$ cat config.mk
export PLATFORM = sky130hd
export DESIGN_NAME = stage_id_pipe_flat
export DESIGN_NICKNAME = d
export VERILOG_FILES = /design/src/rtl/stage_id_pipe_if.sv /design/src/rtl/stage_id_pipe.sv /design/src/flat_wrapper.sv
export SDC_FILE = /design/constraint.sdc
export NUM_CORES = 2
export LEC_CHECK = 0
export CORE_MARGIN = 2
export CORE_UTILIZATION = 45
export CTS_CLUSTER_DIAMETER = 40
export DETAILED_ROUTE_END_ITERATION = 16
export SLEW_MARGIN = 20
export SYNTH_ARGS = -nofsm -noshare
export SYNTH_HDL_FRONTEND = slang
export SYNTH_SLANG_ARGS = --single-unit
$ cat constraint.sdc
create_clock -name clk -period 57.1 [get_ports clk]
set_clock_uncertainty 0.05 [all_clocks]
set_input_delay 11.42 -clock clk [delete_from_list [all_inputs] [get_ports clk]]
set_output_delay 11.42 -clock clk [all_outputs]
set_load 0.05 [all_outputs]
$ cat src/rtl/stage_id_pipe_if.sv
// Decode-stage bus bundle.
// Groups the IF/ID input, writeback port, downstream controls and the registered
// ID/EX outputs of stage_id_pipe.
//   master : the surrounding pipeline (drives id_*, w_regs_*, ex_hold, flush)
//   slave  : stage_id_pipe (drives id_stall and all ex_* fields)
interface stage_id_pipe_if #(
  parameter int unsigned XLEN = 32,
  parameter int unsigned NREG = 32,
  parameter int unsigned PCW  = 32
);
  localparam int unsigned RAW = $clog2(NREG);

  logic            id_valid;
  logic [31:0]     id_inst;
  logic [PCW-1:0]  id_pc;
  logic            w_regs_en;
  logic [RAW-1:0]  w_regs_addr;
  logic [XLEN-1:0] w_regs_data;
  logic            ex_hold;
  logic            flush;

  logic            id_stall;
  logic            ex_valid;
  logic [PCW-1:0]  ex_pc;
  logic [XLEN-1:0] ex_regs_data1;
  logic [XLEN-1:0] ex_regs_data2;
  logic [XLEN-1:0] ex_imm;
  logic [2:0]      ex_func3_code;
  logic            ex_func7_code;
  logic [RAW-1:0]  ex_rd;
  logic [RAW-1:0]  ex_rs1;
  logic [RAW-1:0]  ex_rs2;
  logic            ex_br;
  logic            ex_mem_read;
  logic            ex_mem2reg;
  logic            ex_mem_write;
  logic            ex_alu_src;
  logic            ex_regs_write;
  logic [2:0]      ex_alu_op;

  modport master (
    output id_valid, id_inst, id_pc, w_regs_en, w_regs_addr, w_regs_data, ex_hold, flush,
    input  id_stall, ex_valid, ex_pc, ex_regs_data1, ex_regs_data2, ex_imm, ex_func3_code,
           ex_func7_code, ex_rd, ex_rs1, ex_rs2, ex_br, ex_mem_read, ex_mem2reg,
           ex_mem_write, ex_alu_src, ex_regs_write, ex_alu_op
  );

  modport slave (
    input  id_valid, id_inst, id_pc, w_regs_en, w_regs_addr, w_regs_data, ex_hold, flush,
    output id_stall, ex_valid, ex_pc, ex_regs_data1, ex_regs_data2, ex_imm, ex_func3_code,
           ex_func7_code, ex_rd, ex_rs1, ex_rs2, ex_br, ex_mem_read, ex_mem2reg,
           ex_mem_write, ex_alu_src, ex_regs_write, ex_alu_op
  );
endinterface

$ cat src/rtl/stage_id_pipe.sv
// RISC-V decode stage: register file with write-through bypass, control decode,
// immediate generation, load-use hazard detection and the ID/EX register
// (hold / bubble / flush).
// Ports:
//   clk, rst : clock, asynchronous active-high reset
//   bus      : stage_id_pipe_if.slave (IF/ID input, writeback, ex_hold, flush,
//              id_stall and the registered ex_* outputs)
// Optional: define STAGE_ID_PERF_EN to add saturating counters
//   perf_bubbles (hazard bubbles loaded) and perf_flushes (flush edges).
module stage_id_pipe #(
  parameter int unsigned XLEN = 32,
  parameter int unsigned NREG = 32,
  parameter int unsigned PCW  = 32
) (
  input logic           clk,
  input logic           rst,
  stage_id_pipe_if.slave bus
`ifdef STAGE_ID_PERF_EN
  ,
  output logic [31:0]   perf_bubbles,
  output logic [31:0]   perf_flushes
`endif
);
  localparam int unsigned RAW = $clog2(NREG);

  localparam logic [6:0] OpLoad   = 7'b0000011;
  localparam logic [6:0] OpStore  = 7'b0100011;
  localparam logic [6:0] OpBranch = 7'b1100011;
  localparam logic [6:0] OpReg    = 7'b0110011;
  localparam logic [6:0] OpImm    = 7'b0010011;

  typedef struct packed {
    logic            valid;
    logic [PCW-1:0]  pc;
    logic [XLEN-1:0] d1;
    logic [XLEN-1:0] d2;
    logic [XLEN-1:0] imm;
    logic [2:0]      f3;
    logic            f7;
    logic [RAW-1:0]  rd;
    logic [RAW-1:0]  rs1;
    logic [RAW-1:0]  rs2;
    logic            br;
    logic            mem_read;
    logic            mem2reg;
    logic            mem_write;
    logic            alu_src;
    logic            regs_write;
    logic [2:0]      alu_op;
  } ex_t;

  logic [31:0]     inst;
  logic [RAW-1:0]  rs1_idx, rs2_idx;
  logic [XLEN-1:0] rs1_data, rs2_data;
  logic            rs1_used, rs2_used, hazard;
  ex_t             dec, ex_d, ex_q;

  assign inst    = bus.id_inst;
  assign rs1_idx = inst[15 +: RAW];
  assign rs2_idx = inst[20 +: RAW];

  // Register file; entry 0 is never written so it stays at its reset value.
  logic [XLEN-1:0] regs_q [NREG];
  logic [XLEN-1:0] regs_d [NREG];

  always_comb begin
    regs_d = regs_q;
    if (bus.w_regs_en && bus.w_regs_addr != '0) regs_d[bus.w_regs_addr] = bus.w_regs_data;
  end

  always_ff @(posedge clk or posedge rst) begin
    if (rst) begin
      for (int i = 0; i < int'(NREG); i++) regs_q[i] <= '0;
    end else begin
      regs_q <= regs_d;
    end
  end

  // Read ports with write-through so a same-cycle writeback is seen by decode.
  always_comb begin
    rs1_data = regs_q[rs1_idx];
    if (rs1_idx == '0) rs1_data = '0;
    else if (bus.w_regs_en && bus.w_regs_addr == rs1_idx) rs1_data = bus.w_regs_data;
    rs2_data = regs_q[rs2_idx];
    if (rs2_idx == '0) rs2_data = '0;
    else if (bus.w_regs_en && bus.w_regs_addr == rs2_idx) rs2_data = bus.w_regs_data;
  end

  always_comb begin
    dec       = '0;
    rs1_used  = 1'b0;
    rs2_used  = 1'b0;
    dec.valid = bus.id_valid;
    dec.pc    = bus.id_pc;
    dec.d1    = rs1_data;
    dec.d2    = rs2_data;
    dec.f3    = inst[14:12];
    dec.f7    = inst[30];
    dec.rd    = inst[7 +: RAW];
    dec.rs1   = rs1_idx;
    dec.rs2   = rs2_idx;
    case (inst[6:0])
      OpLoad: begin
        dec.mem_read   = 1'b1;
        dec.mem2reg    = 1'b1;
        dec.alu_src    = 1'b1;
        dec.regs_write = 1'b1;
        dec.alu_op     = 3'b000;
        dec.imm        = {{(XLEN-12){inst[31]}}, inst[31:20]};
        rs1_used       = 1'b1;
      end
      OpStore: begin
        dec.mem_write = 1'b1;
        dec.alu_src   = 1'b1;
        dec.alu_op    = 3'b000;
        dec.imm       = {{(XLEN-12){inst[31]}}, inst[31:25], inst[11:7]};
        rs1_used      = 1'b1;
        rs2_used      = 1'b1;
      end
      OpBranch: begin
        dec.br     = 1'b1;
        dec.alu_op = 3'b001;
        dec.imm    = {{(XLEN-13){inst[31]}}, inst[31], inst[7], inst[30:25], inst[11:8], 1'b0};
        rs1_used   = 1'b1;
        rs2_used   = 1'b1;
      end
      OpReg: begin
        dec.regs_write = 1'b1;
        dec.alu_op     = 3'b010;
        rs1_used       = 1'b1;
        rs2_used       = 1'b1;
      end
      OpImm: begin
        dec.regs_write = 1'b1;
        dec.alu_src    = 1'b1;
        dec.alu_op     = 3'b011;
        dec.imm        = {{(XLEN-12){inst[31]}}, inst[31:20]};
        rs1_used       = 1'b1;
      end
      default: ;
    endcase
    if (!bus.id_valid) begin
      dec.br         = 1'b0;
      dec.mem_read   = 1'b0;
      dec.mem2reg    = 1'b0;
      dec.mem_write  = 1'b0;
      dec.alu_src    = 1'b0;
      dec.regs_write = 1'b0;
      dec.alu_op     = 3'b000;
    end
  end

  assign hazard = ex_q.valid && ex_q.mem_read && (ex_q.rd != '0) && bus.id_valid &&
                  ((rs1_used && rs1_idx == ex_q.rd) || (rs2_used && rs2_idx == ex_q.rd));

  assign bus.id_stall = hazard | bus.ex_hold;

  // Flush beats hold: a killed instruction must never survive a downstream stall.
  always_comb begin
    if (bus.flush)        ex_d = '0;
    else if (bus.ex_hold) ex_d = ex_q;
    else if (hazard)      ex_d = '0;
    else                  ex_d = dec;
  end

  always_ff @(posedge clk or posedge rst) begin
    if (rst) ex_q <= '0;
    else     ex_q <= ex_d;
  end

  assign bus.ex_valid      = ex_q.valid;
  assign bus.ex_pc         = ex_q.pc;
  assign bus.ex_regs_data1 = ex_q.d1;
  assign bus.ex_regs_data2 = ex_q.d2;
  assign bus.ex_imm        = ex_q.imm;
  assign bus.ex_func3_code = ex_q.f3;
  assign bus.ex_func7_code = ex_q.f7;
  assign bus.ex_rd         = ex_q.rd;
  assign bus.ex_rs1        = ex_q.rs1;
  assign bus.ex_rs2        = ex_q.rs2;
  assign bus.ex_br         = ex_q.br;
  assign bus.ex_mem_read   = ex_q.mem_read;
  assign bus.ex_mem2reg    = ex_q.mem2reg;
  assign bus.ex_mem_write  = ex_q.mem_write;
  assign bus.ex_alu_src    = ex_q.alu_src;
  assign bus.ex_regs_write = ex_q.regs_write;
  assign bus.ex_alu_op     = ex_q.alu_op;

`ifdef STAGE_ID_PERF_EN
  logic [31:0] perf_bubbles_d, perf_bubbles_q;
  logic [31:0] perf_flushes_d, perf_flushes_q;

  always_comb begin
    perf_bubbles_d = perf_bubbles_q;
    perf_flushes_d = perf_flushes_q;
    // Only count bubbles the hazard actually loaded (not shadowed by flush/hold).
    if (!bus.flush && !bus.ex_hold && hazard && perf_bubbles_q != '1)
      perf_bubbles_d = perf_bubbles_q + 32'd1;
    if (bus.flush && perf_flushes_q != '1) perf_flushes_d = perf_flushes_q + 32'd1;
  end

  always_ff @(posedge clk or posedge rst) begin
    if (rst) begin
      perf_bubbles_q <= '0;
      perf_flushes_q <= '0;
    end else begin
      perf_bubbles_q <= perf_bubbles_d;
      perf_flushes_q <= perf_flushes_d;
    end
  end

  assign perf_bubbles = perf_bubbles_q;
  assign perf_flushes = perf_flushes_q;
`endif
endmodule

$ cat src/flat_wrapper.sv
// flat-port wrapper written by rule: the top's interface ports become plain ports
module stage_id_pipe_flat 
#(
  parameter int unsigned XLEN = 32,
  parameter int unsigned NREG = 32,
  parameter int unsigned PCW  = 32
)
  (clk, rst, bus_id_valid, bus_id_inst, bus_id_pc, bus_w_regs_en, bus_w_regs_addr, bus_w_regs_data, bus_ex_hold, bus_flush, bus_id_stall, bus_ex_valid, bus_ex_pc, bus_ex_regs_data1, bus_ex_regs_data2, bus_ex_imm, bus_ex_func3_code, bus_ex_func7_code, bus_ex_rd, bus_ex_rs1, bus_ex_rs2, bus_ex_br, bus_ex_mem_read, bus_ex_mem2reg, bus_ex_mem_write, bus_ex_alu_src, bus_ex_regs_write, bus_ex_alu_op);
  stage_id_pipe_if #(.XLEN(XLEN), .NREG(NREG), .PCW(PCW)) bus_i ();
  input logic clk;
  input logic rst;
  input wire logic [$bits(bus_i.id_valid)-1:0] bus_id_valid;
  input wire logic [$bits(bus_i.id_inst)-1:0] bus_id_inst;
  input wire logic [$bits(bus_i.id_pc)-1:0] bus_id_pc;
  input wire logic [$bits(bus_i.w_regs_en)-1:0] bus_w_regs_en;
  input wire logic [$bits(bus_i.w_regs_addr)-1:0] bus_w_regs_addr;
  input wire logic [$bits(bus_i.w_regs_data)-1:0] bus_w_regs_data;
  input wire logic [$bits(bus_i.ex_hold)-1:0] bus_ex_hold;
  input wire logic [$bits(bus_i.flush)-1:0] bus_flush;
  output wire logic [$bits(bus_i.id_stall)-1:0] bus_id_stall;
  output wire logic [$bits(bus_i.ex_valid)-1:0] bus_ex_valid;
  output wire logic [$bits(bus_i.ex_pc)-1:0] bus_ex_pc;
  output wire logic [$bits(bus_i.ex_regs_data1)-1:0] bus_ex_regs_data1;
  output wire logic [$bits(bus_i.ex_regs_data2)-1:0] bus_ex_regs_data2;
  output wire logic [$bits(bus_i.ex_imm)-1:0] bus_ex_imm;
  output wire logic [$bits(bus_i.ex_func3_code)-1:0] bus_ex_func3_code;
  output wire logic [$bits(bus_i.ex_func7_code)-1:0] bus_ex_func7_code;
  output wire logic [$bits(bus_i.ex_rd)-1:0] bus_ex_rd;
  output wire logic [$bits(bus_i.ex_rs1)-1:0] bus_ex_rs1;
  output wire logic [$bits(bus_i.ex_rs2)-1:0] bus_ex_rs2;
  output wire logic [$bits(bus_i.ex_br)-1:0] bus_ex_br;
  output wire logic [$bits(bus_i.ex_mem_read)-1:0] bus_ex_mem_read;
  output wire logic [$bits(bus_i.ex_mem2reg)-1:0] bus_ex_mem2reg;
  output wire logic [$bits(bus_i.ex_mem_write)-1:0] bus_ex_mem_write;
  output wire logic [$bits(bus_i.ex_alu_src)-1:0] bus_ex_alu_src;
  output wire logic [$bits(bus_i.ex_regs_write)-1:0] bus_ex_regs_write;
  output wire logic [$bits(bus_i.ex_alu_op)-1:0] bus_ex_alu_op;
  assign bus_i.id_valid = bus_id_valid;
  assign bus_i.id_inst = bus_id_inst;
  assign bus_i.id_pc = bus_id_pc;
  assign bus_i.w_regs_en = bus_w_regs_en;
  assign bus_i.w_regs_addr = bus_w_regs_addr;
  assign bus_i.w_regs_data = bus_w_regs_data;
  assign bus_i.ex_hold = bus_ex_hold;
  assign bus_i.flush = bus_flush;
  assign bus_id_stall = bus_i.id_stall;
  assign bus_ex_valid = bus_i.ex_valid;
  assign bus_ex_pc = bus_i.ex_pc;
  assign bus_ex_regs_data1 = bus_i.ex_regs_data1;
  assign bus_ex_regs_data2 = bus_i.ex_regs_data2;
  assign bus_ex_imm = bus_i.ex_imm;
  assign bus_ex_func3_code = bus_i.ex_func3_code;
  assign bus_ex_func7_code = bus_i.ex_func7_code;
  assign bus_ex_rd = bus_i.ex_rd;
  assign bus_ex_rs1 = bus_i.ex_rs1;
  assign bus_ex_rs2 = bus_i.ex_rs2;
  assign bus_ex_br = bus_i.ex_br;
  assign bus_ex_mem_read = bus_i.ex_mem_read;
  assign bus_ex_mem2reg = bus_i.ex_mem2reg;
  assign bus_ex_mem_write = bus_i.ex_mem_write;
  assign bus_ex_alu_src = bus_i.ex_alu_src;
  assign bus_ex_regs_write = bus_i.ex_regs_write;
  assign bus_ex_alu_op = bus_i.ex_alu_op;
  stage_id_pipe #(.XLEN(XLEN), .NREG(NREG), .PCW(PCW)) u_core (.clk(clk), .rst(rst), .bus(bus_i));
endmodule
==> impl_metrics.yaml <==
worst_setup_path:
  path_max_fanout: 39
  worstSetupStartpointType: "primary input"
  critPathSlowestCell: "clkdlybuf4s50_1"
  slowest_delay_ns: 0.81
  crit_chain: "clkdlybuf4s50_1 -> nor4bb_1 -> and2_1 -> nor2_1 -> a211o_2 -> buf_4 -> nand2b_1 -> clkdlybuf4s50_1"
  cp.required_ns: 45.63
  crit_top_cell: "clkdlybuf4s50_1"
  critPathKind: "primary input to output pin"
  endpoint_kind: "output pin"
  crit_arrival_ns: 14.80
  r2r_start: "u_core.bus.ex_rd[1]$_DFFE_PP0P_"
  crit_start: "bus_id_inst[0]"
power_and_ir_drop:
  power-per-cell-area_mw_per_mm2: 38.1
  max-vdd-ir-drop_v: 0.0000240
  p_leak_nw: 29.9
detailed_routing:
  top_layer: "met4"
  firstDrtPassIters: 6
  drcViolationCount: 0
  wl_met2_um: 91200
  via_per_inst: 6.62
  wirelength_met1_um: 88800
  drt_iter0_drc: 4202
  ant_nets: 0
  wl_per_cell_um: 33.4
  routed_wl_um: 203000
  route.met3.wl_um: 16700
  vias: 40100
logic_synthesis:
  synth_edf_count: 0
  seq_area_frac_synth_pct: 48.9
  netlist_area_sq_mm: 0.0593
  synth.distinct_cells: 54
  synth_top_family_by_area: "multiplexers"
  synthCells: 4104
  synthMuxAreaShare_pct: 38.6
  syn_nets: 4211
  synth_fa_ha_area_share_pct: 0
  synth-seq-cells: 1160
  synth_simple_gate_area_share_pct: 2.75
  syn_area_per_cell_sq_um: 14.5
  synth_warnings: 0
  synth_ff_type: "dfrtp_1"
  async_flop_share_pct: 100
  synth-xor-area-share_pct: 0.295
  synth-compound-area-share_pct: 5.83
clock_network:
  cts_buffers: 174
  cts_tree: "done"
  path_clk_slew_ns: 0.05
  cts_resized: 0
  clockBufferDepth: 3
  htreeDepth: 4
  clock_sinks: 1160
  cts_setup_buffers: 0
  ctsHoldBuffers: 0
  ctsRootBufferMaster: "clkbuf_16"
  clock_latency_ns: 0.81
hold_path:
  hold_start: "u_core.regs_q[1004]$_DFFE_PP0P_"
  min_path_type: "flop to flop"
global_routing:
  antenna_found_initial: 6
  grt_pass1_vias: 40000
  gr-total-overflow: 0
  grt_max_degree: 176
  grt.total_usage_pct: 30.1
  grt_pass1_wl_um: 295000
timing:
  hold_violations: 0
  finalCritPeriodShare_pct: 46.0
  finalSetupTns_ns: 0
  slew_violations: 0
  worst_pin_slew_ns: 1.16
  period_needed_ns: 26.27
  slew_headroom_pct: 22.9
  max_clock_freq_mhz: 38.1
  worst_slack_ns: 30.83
  rsz0062_at_grt: "false"
  setup_violations: 0
outcome:
  outcome: "complete, no violations"
finish:
  regArea_sq_mm: 0.0290
  drive_above_1_share_pct: 44.0
  num-nets-final: 4275
  final_util_pct: 52.8
  multi_input_area_sq_mm: 0.0285
  area_growth_syn_to_layout_pct: 16.8
  num-fill-cells: 10900
floorplan:
  rows: 133
  fp.dieW_um: 367
  initial_core_util_pct: 45.3
  coreArea_sq_mm: 0.131
  fp.dieArea_sq_mm: 0.135
  die_y_um: 367
  io_pins: 265
place:
  pre_cts_slack_ns: 30.80
  gp_congestion: 0.806
  io_buffer_count: 263
  hpwl_um: 109000
flow_run:
  maxCapViolCount: 0
worst paths after layout:
| kind | end | slack [ns] | depth (start not counted) |
|---|---|---|---|
| hold reg to reg | u_core.regs_q[1004]$_DFFE_PP0P_ | 0.35 | 0 |
| min in group asynchronous | u_core.bus.ex_regs_data1[19]$_DFFE_PP0P_ | 11.14 | 2 |
| hold / removal | u_core.regs_q[1004]$_DFFE_PP0P_ | 0.35 | 0 |
| max in group asynchronous | u_core.regs_q[402]$_DFFE_PP0P_ | 42.71 | 5 |
| setup / recovery | bus_id_stall | 30.83 | 8 |
| setup reg to reg | u_core.bus.ex_regs_data2[7]$_DFFE_PP0P_ | 53.56 | 7 |
synth_stat cells (6+ instances only):
master,number,area share (%)
a21oi_1,32,0.27
xor2_1,13,0.19
a311oi_1,25,0.37
mux2_2,992,19
and3_1,35,0.37
nand4_1,27,0.28
nor2_1,29,0.18
a221o_1,28,0.47
nor3_1,42,0.35
xnor2_1,7,0.10
buf_4,39,0.49
a22oi_1,136,1.7
buf_2,89,0.75
mux2i_1,232,3.9
clkbuf_1,292,1.8
o22ai_1,134,1.4
a22o_1,50,0.74
nand3b_1,8,0.10
o21ai_1,6,0.051
mux4_2,418,16
and2_1,9,0.095
dfrtp_1,1160,49
o21ai_0,22,0.19
buf_1,56,0.35
nand2_1,127,0.80
o31ai_1,32,0.40
buf_6,7,0.13
worst max-delay path, delay by kind of cell:
kind | cells | cell delay, ns
buffers and inverters | 3 | 1.69
AND/OR/NAND/NOR | 4 | 1.36
AO/OA/AOI/OAI | 1 | 0.31
routing by layer:
metal | GRT usage, % | up-vias
li1 | - | 16000
met2 | 44.9 | 1843
met1 | 44.1 | 21900
met4 | 9.45 | 0
met5 | 0 | -
met3 | 6.35 | 364
layout make-up:
cell class,count,share of cell area [%]
antenna,2,0.00722
clock buffer,221,7.02
clock inverter,95,1.81
inverter,4,0.0325
multi-input combinational,2457,41.1
sequential,1160,41.9
tap,1755,3.17
timing repair buffer,371,4.99
state kept, by name, indices dropped and copies added (netlist names):
signal	cells
u_core.bus.ex_rs1	5
u_core.bus.ex_mem_write	1
u_core.bus.ex_alu_src	1
u_core.bus.ex_imm	13
u_core.bus.ex_rd	5
u_core.bus.ex_pc	32
u_core.bus.ex_mem2reg	1
u_core.bus.ex_br	1
u_core.regs_q	1024
u_core.bus.ex_regs_write	1
u_core.bus.ex_func3_code	3
u_core.bus.ex_regs_data2	32
u_core.bus.ex_func7_code	1
u_core.bus.ex_regs_data1	32
u_core.bus.ex_valid	1
u_core.bus.ex_rs2	5
u_core.bus.ex_alu_op	2
cells in the final DEF, fill, tap and decap left out, types with 34 or more instances in the layout:
cell / Yosys / final
dfrtp_1: 1160 / 1160
mux2_2: 992 / 992
mux4_2: 418 / 418
clkdlybuf4s50_1: 0 / 242
mux2i_1: 232 / 232
clkbuf_16: 0 / 178
a22oi_1: 136 / 136
o22ai_1: 134 / 134
nand2_1: 127 / 109
buf_4: 39 / 104
a22o_1: 50 / 50
nor3_1: 42 / 41
and3_1: 35 / 34
cells by family after synthesis:
kind of cell,count (synthesis)
other,1
XOR/XNOR,20
flip-flops,1160
AND/OR/NAND/NOR,315
multiplexers,1642
AO/OA/AOI/OAI,479
buffers and inverters,487
stage by stage:
step                      hold slack [ns]  std cells  power (mW)  cell area [sq um]
after CTS                           0.350       6063        2.65              69300
after global routing                0.360       6064        2.74              69300
after floorplan                     0.391       4104        1.40              59300
after detailed placement            0.337       5747        1.53              63200
final                               0.348       6065        2.64              69300
after global placement              0.329       5747        1.52              63200
power breakdown:
part | total [mW] | internal [mW] | switching, mW | leakage, nW
combinational | 0.454 | 0.256 | 0.199 | 12.0
clock | 1.12 | 0.702 | 0.415 | 2.93
sequential | 1.07 | 0.967 | 0.104 | 15.0
total | 2.64 | 1.92 | 0.718 | 29.9
No activity file was read; power rests on OpenSTA's default activity.
